## src/rtl/alu_sequencer_if.sv

```systemverilog
// Signal bundle between alu_sequencer, its requester, and the ALU datapath.
// The slave modport is the sequencer's view; master is the environment's view.
interface alu_sequencer_if;
  logic       i_start;
  logic [3:0] i_op;
  logic [7:0] i_a;
  logic [7:0] i_b;
  logic       o_ready;

  logic [7:0] o_db;
  logic [7:0] o_sb;
  logic [7:0] o_adl;
  logic       o_db_add;
  logic       o_db_n_add;
  logic       o_adl_add;
  logic       o_0_add;
  logic       o_sb_add;
  logic       o_1_addc;
  logic       o_sums;
  logic       o_ands;
  logic       o_eors;
  logic       o_ors;
  logic       o_srs;
  logic [7:0] i_add;

  logic [7:0] o_result;
  logic       o_n;
  logic       o_z;
  logic       o_done;

  modport slave (
    input  i_start, i_op, i_a, i_b, i_add,
    output o_ready, o_db, o_sb, o_adl,
    output o_db_add, o_db_n_add, o_adl_add, o_0_add, o_sb_add, o_1_addc,
    output o_sums, o_ands, o_eors, o_ors, o_srs,
    output o_result, o_n, o_z, o_done
  );

  modport master (
    output i_start, i_op, i_a, i_b, i_add,
    input  o_ready, o_db, o_sb, o_adl,
    input  o_db_add, o_db_n_add, o_adl_add, o_0_add, o_sb_add, o_1_addc,
    input  o_sums, o_ands, o_eors, o_ors, o_srs,
    input  o_result, o_n, o_z, o_done
  );
endinterface

```

## src/rtl/alu_sequencer.sv

```systemverilog
// Control-side sequencer for the 6502 ALU: one or two strobe passes per request,
// carry/negation handled by an explicit +1 second pass. All outputs registered.
module alu_sequencer (
  input  logic           i_clk,
  input  logic           i_reset,
  alu_sequencer_if.slave bus
);
  typedef enum logic [2:0] {S_IDLE, S_P1, S_C1, S_P2, S_C2} state_t;
  typedef enum logic [3:0] {
    OP_ADD = 4'd0, OP_AND = 4'd1, OP_OR  = 4'd2, OP_EOR = 4'd3,
    OP_LSR = 4'd4, OP_ASL = 4'd5, OP_INC = 4'd6, OP_DEC = 4'd7,
    OP_SUB = 4'd8, OP_NEG = 4'd9
  } op_t;

  typedef struct packed {
    logic [7:0] db;
    logic [7:0] sb;
    logic [7:0] adl;
    logic       db_add;
    logic       db_n_add;
    logic       adl_add;
    logic       zero_add;
    logic       sb_add;
    logic       sums;
    logic       ands;
    logic       eors;
    logic       ors;
    logic       srs;
  } drive_t;

  state_t     state, next_state;
  op_t        op_q, op_in;
  drive_t     drv_d, drv_q;
  logic [7:0] result_d, result_q;
  logic       done_d, done_q;
  logic       ready_d, ready_q;
  logic       n_q, z_q;

  function automatic logic two_pass(input op_t op);
    return (op == OP_SUB) || (op == OP_NEG);
  endfunction

  assign op_in = op_t'(bus.i_op);

  always_ff @(posedge i_clk or posedge i_reset) begin
    if (i_reset) begin
      state    <= S_IDLE;
      op_q     <= OP_ADD;
      drv_q    <= '0;
      result_q <= '0;
      done_q   <= 1'b0;
      ready_q  <= 1'b1;
      n_q      <= 1'b0;
      z_q      <= 1'b1;
    end else begin
      state <= next_state;
      if (state == S_IDLE && bus.i_start)
        op_q <= op_in;
      drv_q    <= drv_d;
      result_q <= result_d;
      done_q   <= done_d;
      ready_q  <= ready_d;
      n_q      <= result_d[7];
      z_q      <= (result_d == 8'h00);
    end
  end

  always_comb begin
    next_state = state;
    unique case (state)
      S_IDLE:  if (bus.i_start) next_state = S_P1;
      S_P1:    next_state = S_C1;
      S_C1:    next_state = two_pass(op_q) ? S_P2 : S_IDLE;
      S_P2:    next_state = S_C2;
      S_C2:    next_state = S_IDLE;
      default: next_state = S_IDLE;
    endcase
  end

  always_comb begin
    drv_d    = '0;
    done_d   = (state == S_C1 && !two_pass(op_q)) || (state == S_C2);
    result_d = done_d ? bus.i_add : result_q;
    ready_d  = (next_state == S_IDLE);

    unique case (next_state)
      S_P1: begin
        // P1 is only entered from IDLE, so the live request inputs are the operands.
        unique case (op_in)
          OP_ADD, OP_AND, OP_OR, OP_EOR: begin
            drv_d.sb     = bus.i_a;
            drv_d.sb_add = 1'b1;
            drv_d.db     = bus.i_b;
            drv_d.db_add = 1'b1;
            drv_d.sums   = (op_in == OP_ADD);
            drv_d.ands   = (op_in == OP_AND);
            drv_d.ors    = (op_in == OP_OR);
            drv_d.eors   = (op_in == OP_EOR);
          end
          OP_LSR: begin
            drv_d.db     = bus.i_a;
            drv_d.db_add = 1'b1;
            drv_d.srs    = 1'b1;
          end
          OP_ASL: begin
            drv_d.sb     = bus.i_a;
            drv_d.db     = bus.i_a;
            drv_d.sb_add = 1'b1;
            drv_d.db_add = 1'b1;
            drv_d.sums   = 1'b1;
          end
          OP_INC, OP_DEC: begin
            drv_d.sb      = bus.i_a;
            drv_d.sb_add  = 1'b1;
            drv_d.adl     = (op_in == OP_INC) ? 8'h01 : 8'hFF;
            drv_d.adl_add = 1'b1;
            drv_d.sums    = 1'b1;
          end
          OP_SUB: begin
            drv_d.sb       = bus.i_a;
            drv_d.sb_add   = 1'b1;
            drv_d.db       = bus.i_b;
            drv_d.db_n_add = 1'b1;
            drv_d.sums     = 1'b1;
          end
          OP_NEG: begin
            drv_d.zero_add = 1'b1;
            drv_d.db       = bus.i_a;
            drv_d.db_n_add = 1'b1;
            drv_d.sums     = 1'b1;
          end
          default: ;
        endcase
      end
      S_P2: begin
        // T is captured straight into the o_sb register on C1 exit and held through P2.
        drv_d.sb      = bus.i_add;
        drv_d.sb_add  = 1'b1;
        drv_d.adl     = 8'h01;
        drv_d.adl_add = 1'b1;
        drv_d.sums    = 1'b1;
      end
      default: ;
    endcase
  end

  assign bus.o_ready    = ready_q;
  assign bus.o_db       = drv_q.db;
  assign bus.o_sb       = drv_q.sb;
  assign bus.o_adl      = drv_q.adl;
  assign bus.o_db_add   = drv_q.db_add;
  assign bus.o_db_n_add = drv_q.db_n_add;
  assign bus.o_adl_add  = drv_q.adl_add;
  assign bus.o_0_add    = drv_q.zero_add;
  assign bus.o_sb_add   = drv_q.sb_add;
  assign bus.o_1_addc   = 1'b0;
  assign bus.o_sums     = drv_q.sums;
  assign bus.o_ands     = drv_q.ands;
  assign bus.o_eors     = drv_q.eors;
  assign bus.o_ors      = drv_q.ors;
  assign bus.o_srs      = drv_q.srs;
  assign bus.o_result   = result_q;
  assign bus.o_n        = n_q;
  assign bus.o_z        = z_q;
  assign bus.o_done     = done_q;
endmodule

```

## src/flat_wrapper.sv

```systemverilog
// flat-port wrapper written by rule: the top's interface ports become plain ports
module alu_sequencer_flat 
  (i_clk, i_reset, bus_i_start, bus_i_op, bus_i_a, bus_i_b, bus_i_add, bus_o_ready, bus_o_db, bus_o_sb, bus_o_adl, bus_o_db_add, bus_o_db_n_add, bus_o_adl_add, bus_o_0_add, bus_o_sb_add, bus_o_1_addc, bus_o_sums, bus_o_ands, bus_o_eors, bus_o_ors, bus_o_srs, bus_o_result, bus_o_n, bus_o_z, bus_o_done);
  alu_sequencer_if bus_i ();
  input  logic i_clk;
  input  logic i_reset;
  input wire logic [$bits(bus_i.i_start)-1:0] bus_i_start;
  input wire logic [$bits(bus_i.i_op)-1:0] bus_i_op;
  input wire logic [$bits(bus_i.i_a)-1:0] bus_i_a;
  input wire logic [$bits(bus_i.i_b)-1:0] bus_i_b;
  input wire logic [$bits(bus_i.i_add)-1:0] bus_i_add;
  output wire logic [$bits(bus_i.o_ready)-1:0] bus_o_ready;
  output wire logic [$bits(bus_i.o_db)-1:0] bus_o_db;
  output wire logic [$bits(bus_i.o_sb)-1:0] bus_o_sb;
  output wire logic [$bits(bus_i.o_adl)-1:0] bus_o_adl;
  output wire logic [$bits(bus_i.o_db_add)-1:0] bus_o_db_add;
  output wire logic [$bits(bus_i.o_db_n_add)-1:0] bus_o_db_n_add;
  output wire logic [$bits(bus_i.o_adl_add)-1:0] bus_o_adl_add;
  output wire logic [$bits(bus_i.o_0_add)-1:0] bus_o_0_add;
  output wire logic [$bits(bus_i.o_sb_add)-1:0] bus_o_sb_add;
  output wire logic [$bits(bus_i.o_1_addc)-1:0] bus_o_1_addc;
  output wire logic [$bits(bus_i.o_sums)-1:0] bus_o_sums;
  output wire logic [$bits(bus_i.o_ands)-1:0] bus_o_ands;
  output wire logic [$bits(bus_i.o_eors)-1:0] bus_o_eors;
  output wire logic [$bits(bus_i.o_ors)-1:0] bus_o_ors;
  output wire logic [$bits(bus_i.o_srs)-1:0] bus_o_srs;
  output wire logic [$bits(bus_i.o_result)-1:0] bus_o_result;
  output wire logic [$bits(bus_i.o_n)-1:0] bus_o_n;
  output wire logic [$bits(bus_i.o_z)-1:0] bus_o_z;
  output wire logic [$bits(bus_i.o_done)-1:0] bus_o_done;
  assign bus_i.i_start = bus_i_start;
  assign bus_i.i_op = bus_i_op;
  assign bus_i.i_a = bus_i_a;
  assign bus_i.i_b = bus_i_b;
  assign bus_i.i_add = bus_i_add;
  assign bus_o_ready = bus_i.o_ready;
  assign bus_o_db = bus_i.o_db;
  assign bus_o_sb = bus_i.o_sb;
  assign bus_o_adl = bus_i.o_adl;
  assign bus_o_db_add = bus_i.o_db_add;
  assign bus_o_db_n_add = bus_i.o_db_n_add;
  assign bus_o_adl_add = bus_i.o_adl_add;
  assign bus_o_0_add = bus_i.o_0_add;
  assign bus_o_sb_add = bus_i.o_sb_add;
  assign bus_o_1_addc = bus_i.o_1_addc;
  assign bus_o_sums = bus_i.o_sums;
  assign bus_o_ands = bus_i.o_ands;
  assign bus_o_eors = bus_i.o_eors;
  assign bus_o_ors = bus_i.o_ors;
  assign bus_o_srs = bus_i.o_srs;
  assign bus_o_result = bus_i.o_result;
  assign bus_o_n = bus_i.o_n;
  assign bus_o_z = bus_i.o_z;
  assign bus_o_done = bus_i.o_done;
  alu_sequencer u_core (.i_clk(i_clk), .i_reset(i_reset), .bus(bus_i));
endmodule
```

## config.mk

```make
export PLATFORM = sky130hd
export DESIGN_NAME = alu_sequencer_flat
export DESIGN_NICKNAME = d
export VERILOG_FILES = /design/src/rtl/alu_sequencer_if.sv /design/src/rtl/alu_sequencer.sv /design/src/flat_wrapper.sv
export SDC_FILE = /design/constraint.sdc
export NUM_CORES = 1
export LEC_CHECK = 0
export ABC_AREA = 1
export CAP_MARGIN = 20
export CELL_PAD_IN_SITES_DETAIL_PLACEMENT = 1
export CELL_PAD_IN_SITES_GLOBAL_PLACEMENT = 2
export CORE_MARGIN = 5
export CORE_UTILIZATION = 24
export DETAILED_ROUTE_END_ITERATION = 12
export HOLD_SLACK_MARGIN = 0.06
export MAX_ROUTING_LAYER = met4
export PLACE_DENSITY = 0.86
export SYNTH_ARGS = -nofsm -noshare
export SYNTH_HDL_FRONTEND = slang
export SYNTH_SLANG_ARGS = --single-unit
```

## constraint.sdc

```tcl
create_clock -name i_clk -period 1.5 [get_ports i_clk]
set_input_delay 0.225 -clock i_clk [delete_from_list [all_inputs] [get_ports i_clk]]
set_output_delay 0.225 -clock i_clk [all_outputs]
set_load 0.02 [all_outputs]
```

==> impl_metrics.toml <==
[synthesis]
synth_nets = 226
yosys_warnings = 0
synthAdderAreaFrac_pct = 0
ys_async_sr_fraction_pct = 100.0
synth_edf_count = 0
synth_ff_type = "dfrtp_1"
synth_mux_area_share_pct = 0
synth_xor_area_share_pct = 0
ys_ff_latch = 44
synth_cell_types = 25
syn_inst = 195
synth.yosys.seq_area_share_pct = 60.45
synth_top_family_by_area = "simple AND/OR/NAND/NOR gates"
synth_compound_area_share_pct = 8.293
synth_area_sq_um = 1826
yosys.area_share.simple_pct = 20.22
syn_avg_cell_area_sq_um = 9.362

[routing]
ant_nets = 0
avgViaCountPerCell = 4.154
detail_route.wl_per_cell_microns = 14.42
dr_total_vias = 1616
drc = 0
wirelength_microns = 5610
drt_pass1_iterations = 4
drt_iter0_markers = 19

[setup_path]
worstPathRequired_ns = 1.27
crit_path_start_kind = "flip-flop"
cp_top_family = "buffers and inverters"
critPathBufInv = 1
critPathMaxStageDelay_ns = 0.60
crit_fanout = 1
endpoint_kind = "primary output"
cp_cell_sequence = "clkdlybuf4s50_1"
cpMaxStageDelayCell = "clkdlybuf4s50_1"
worstSetupPathType = "reg2out"
worstPathArrival_ns = 1.23

[finish]
n_antenna_cell = 0
final_cell_mix = "43 x nand2_1, 41 x dfrtp_1, 36 x clkdlybuf4s50_1"
nets = 320
final_common_cell = "nand2_1"
syn_to_final_growth_pct = 64.77
drive_gt1_share_pct = 17.59

[floorplan]
rows = 31
dieArea_sq_um = 9451
io_pins = 78
die_w_microns = 97.22
initial_core_util_pct = 24.90
fp.coreArea_sq_um = 7331
die_h_microns = 97.22

[place]
port_buffers = 76
hpwlAfterDp_microns = 4364
gp_congestion = 0.7576

[global_route]
antenna_found_initial = 0
overflow = 0
grt_util_all_layers_pct = 11.81
grt_pass1_vias = 1784
grt_pass1_wl_microns = 8907
grt_start_max_net_pins = 23

[sta]
fin_crit_ns = 1.458
period_share_pct = 97.23
finClkSkew_ns = 0.008111
fmaxAchievable_mhz = 685.6
slew_viol_final = 0
fin_tns_setup_ns = 0
hold_violations = 0
setup_violations = 0
grt_setup_unrepaired = "true"

[clock_tree]
clkSlewWorstSetupHoldPaths_ns = 0.09
clkLatencyLatePin_ns = 0.30
cts-root-buf = "clkbuf_8"
clk_path_buf_depth = 2
cts_setup_buffers = 0
cts_sinks = 44
htreeDepth = 2
cts_tree = "done"
cts_made_buffers = 5

[power]
ir_worst_vdd_mv = 0.4556
leakage_nw = 1.863
finalPower_mw = 4.411
cellPowerDensity_nw_per_um2 = 1466

[worst_hold_path]
hp-class = "in2async"

[status]
status = "finished clean"

[flow_run]
maxCapViolations = 0
## worst paths after layout
kind	slack (ns)	end	from	cells after the start
setup / recovery	0.04	bus_o_sums	u_core.bus.o_sums$_DFF_PP0_	1
hold / removal	0.17	u_core.bus.o_result[4]$_DFF_PP0_	i_reset	2
setup reg to reg	0.11	u_core.bus.o_sb[2]$_DFF_PP0_	u_core.state[2]$_DFF_PP0_	6
hold reg to reg	0.49	u_core.state[2]$_DFF_PP0_	u_core.state[2]$_DFF_PP0_	1
max in group asynchronous	0.87	u_core.bus.o_z$_DFF_PP1_	i_reset	3
min in group i_clk	0.47	u_core.bus.o_db[3]$_DFF_PP0_	bus_i_b[3]	3
## cells by family (layout without fill, tap and decap cells)
| family | count (synthesis) | after routing |
|---|---|---|
| other | 1 | 1 |
| and+or+nand+nor | 80 | 81 |
| AOI/OAI and AO/OA | 27 | 27 |
| buffers and inverters | 43 | 137 |
| DFF | 44 | 44 |
## synthesized netlist by cell type, types with 2 or more instances
master,count,area (sq um)
buf_2,2,10.01
a21oi_1,11,55.05
nand2_1,43,161.4
nand4_1,2,12.51
nor4_1,2,12.51
dfrtp_1,42,1051
nand2_2,3,18.77
o21ai_0,5,25.02
nor2_2,3,18.77
o22ai_1,8,50.05
nand3_1,10,50.05
nand2_4,2,22.52
nor3_1,3,15.01
dfstp_2,2,52.55
nor2_1,10,37.54
buf_4,9,67.56
inv_1,30,112.6
## state kept, by name (all words and copies together) (netlist names), 2 cells and up
signal	flops
u_core.bus.o_db	8
u_core.bus.o_result	7
u_core.bus.o_sb	8
u_core.op_q	3
u_core.bus.o_adl	2
u_core.state	3
## final cells by class
cell class              count  area, sq um
multi-input cells         109        569.3
clock buffers               5        68.82
inverters                  31        116.4
clock inverters             3        46.29
well taps                  99        123.9
repair buffers             98        978.4
flip-flops and latches     44         1105
fillers                   847         4323
## layer usage
layer | GRT usage (%) | wire (microns) | up-vias
li1 | - | - | 797
met1 | 14.31 | 2440 | 775
met2 | 20.28 | 2952 | 38
met3 | 2.297 | 153 | 6
met4 | 2.982 | 64 | 0
met5 | - | 0 | -
## power by group
part / switching (mW) / internal [mW]
Sequential: 0.170 / 1.50
Combinational: 1.08 / 0.731
Clock: 0.427 / 0.502
Total: 1.68 / 2.73
## stage by stage
stage	utilization [%]	cell area (sq um)	hold WS, ns	setup slack [ns]	cells
4_1_cts	39.65	2907	0.1707	0.0008960	388
6_report	41.03	3008	0.1671	0.04151	389
2_1_floorplan	-	1826	0.2977	0.2473	195
5_1_grt	41.03	3008	0.1767	-0.02122	389
3_5_place_dp	38.28	2806	0.4824	-0.1009	380
3_3_place_gp	38.28	2806	0.4726	-0.09185	380
## timing repair
action | in CTS | in global routing
hold buffers | 0 | 0
setup endpoints to repair | 18 | 31
pin swaps | 0 | 1
gates resized for setup | 17 | 31
cloned | 0 | 1
Note: power is estimated with default switching activity, not from simulation.
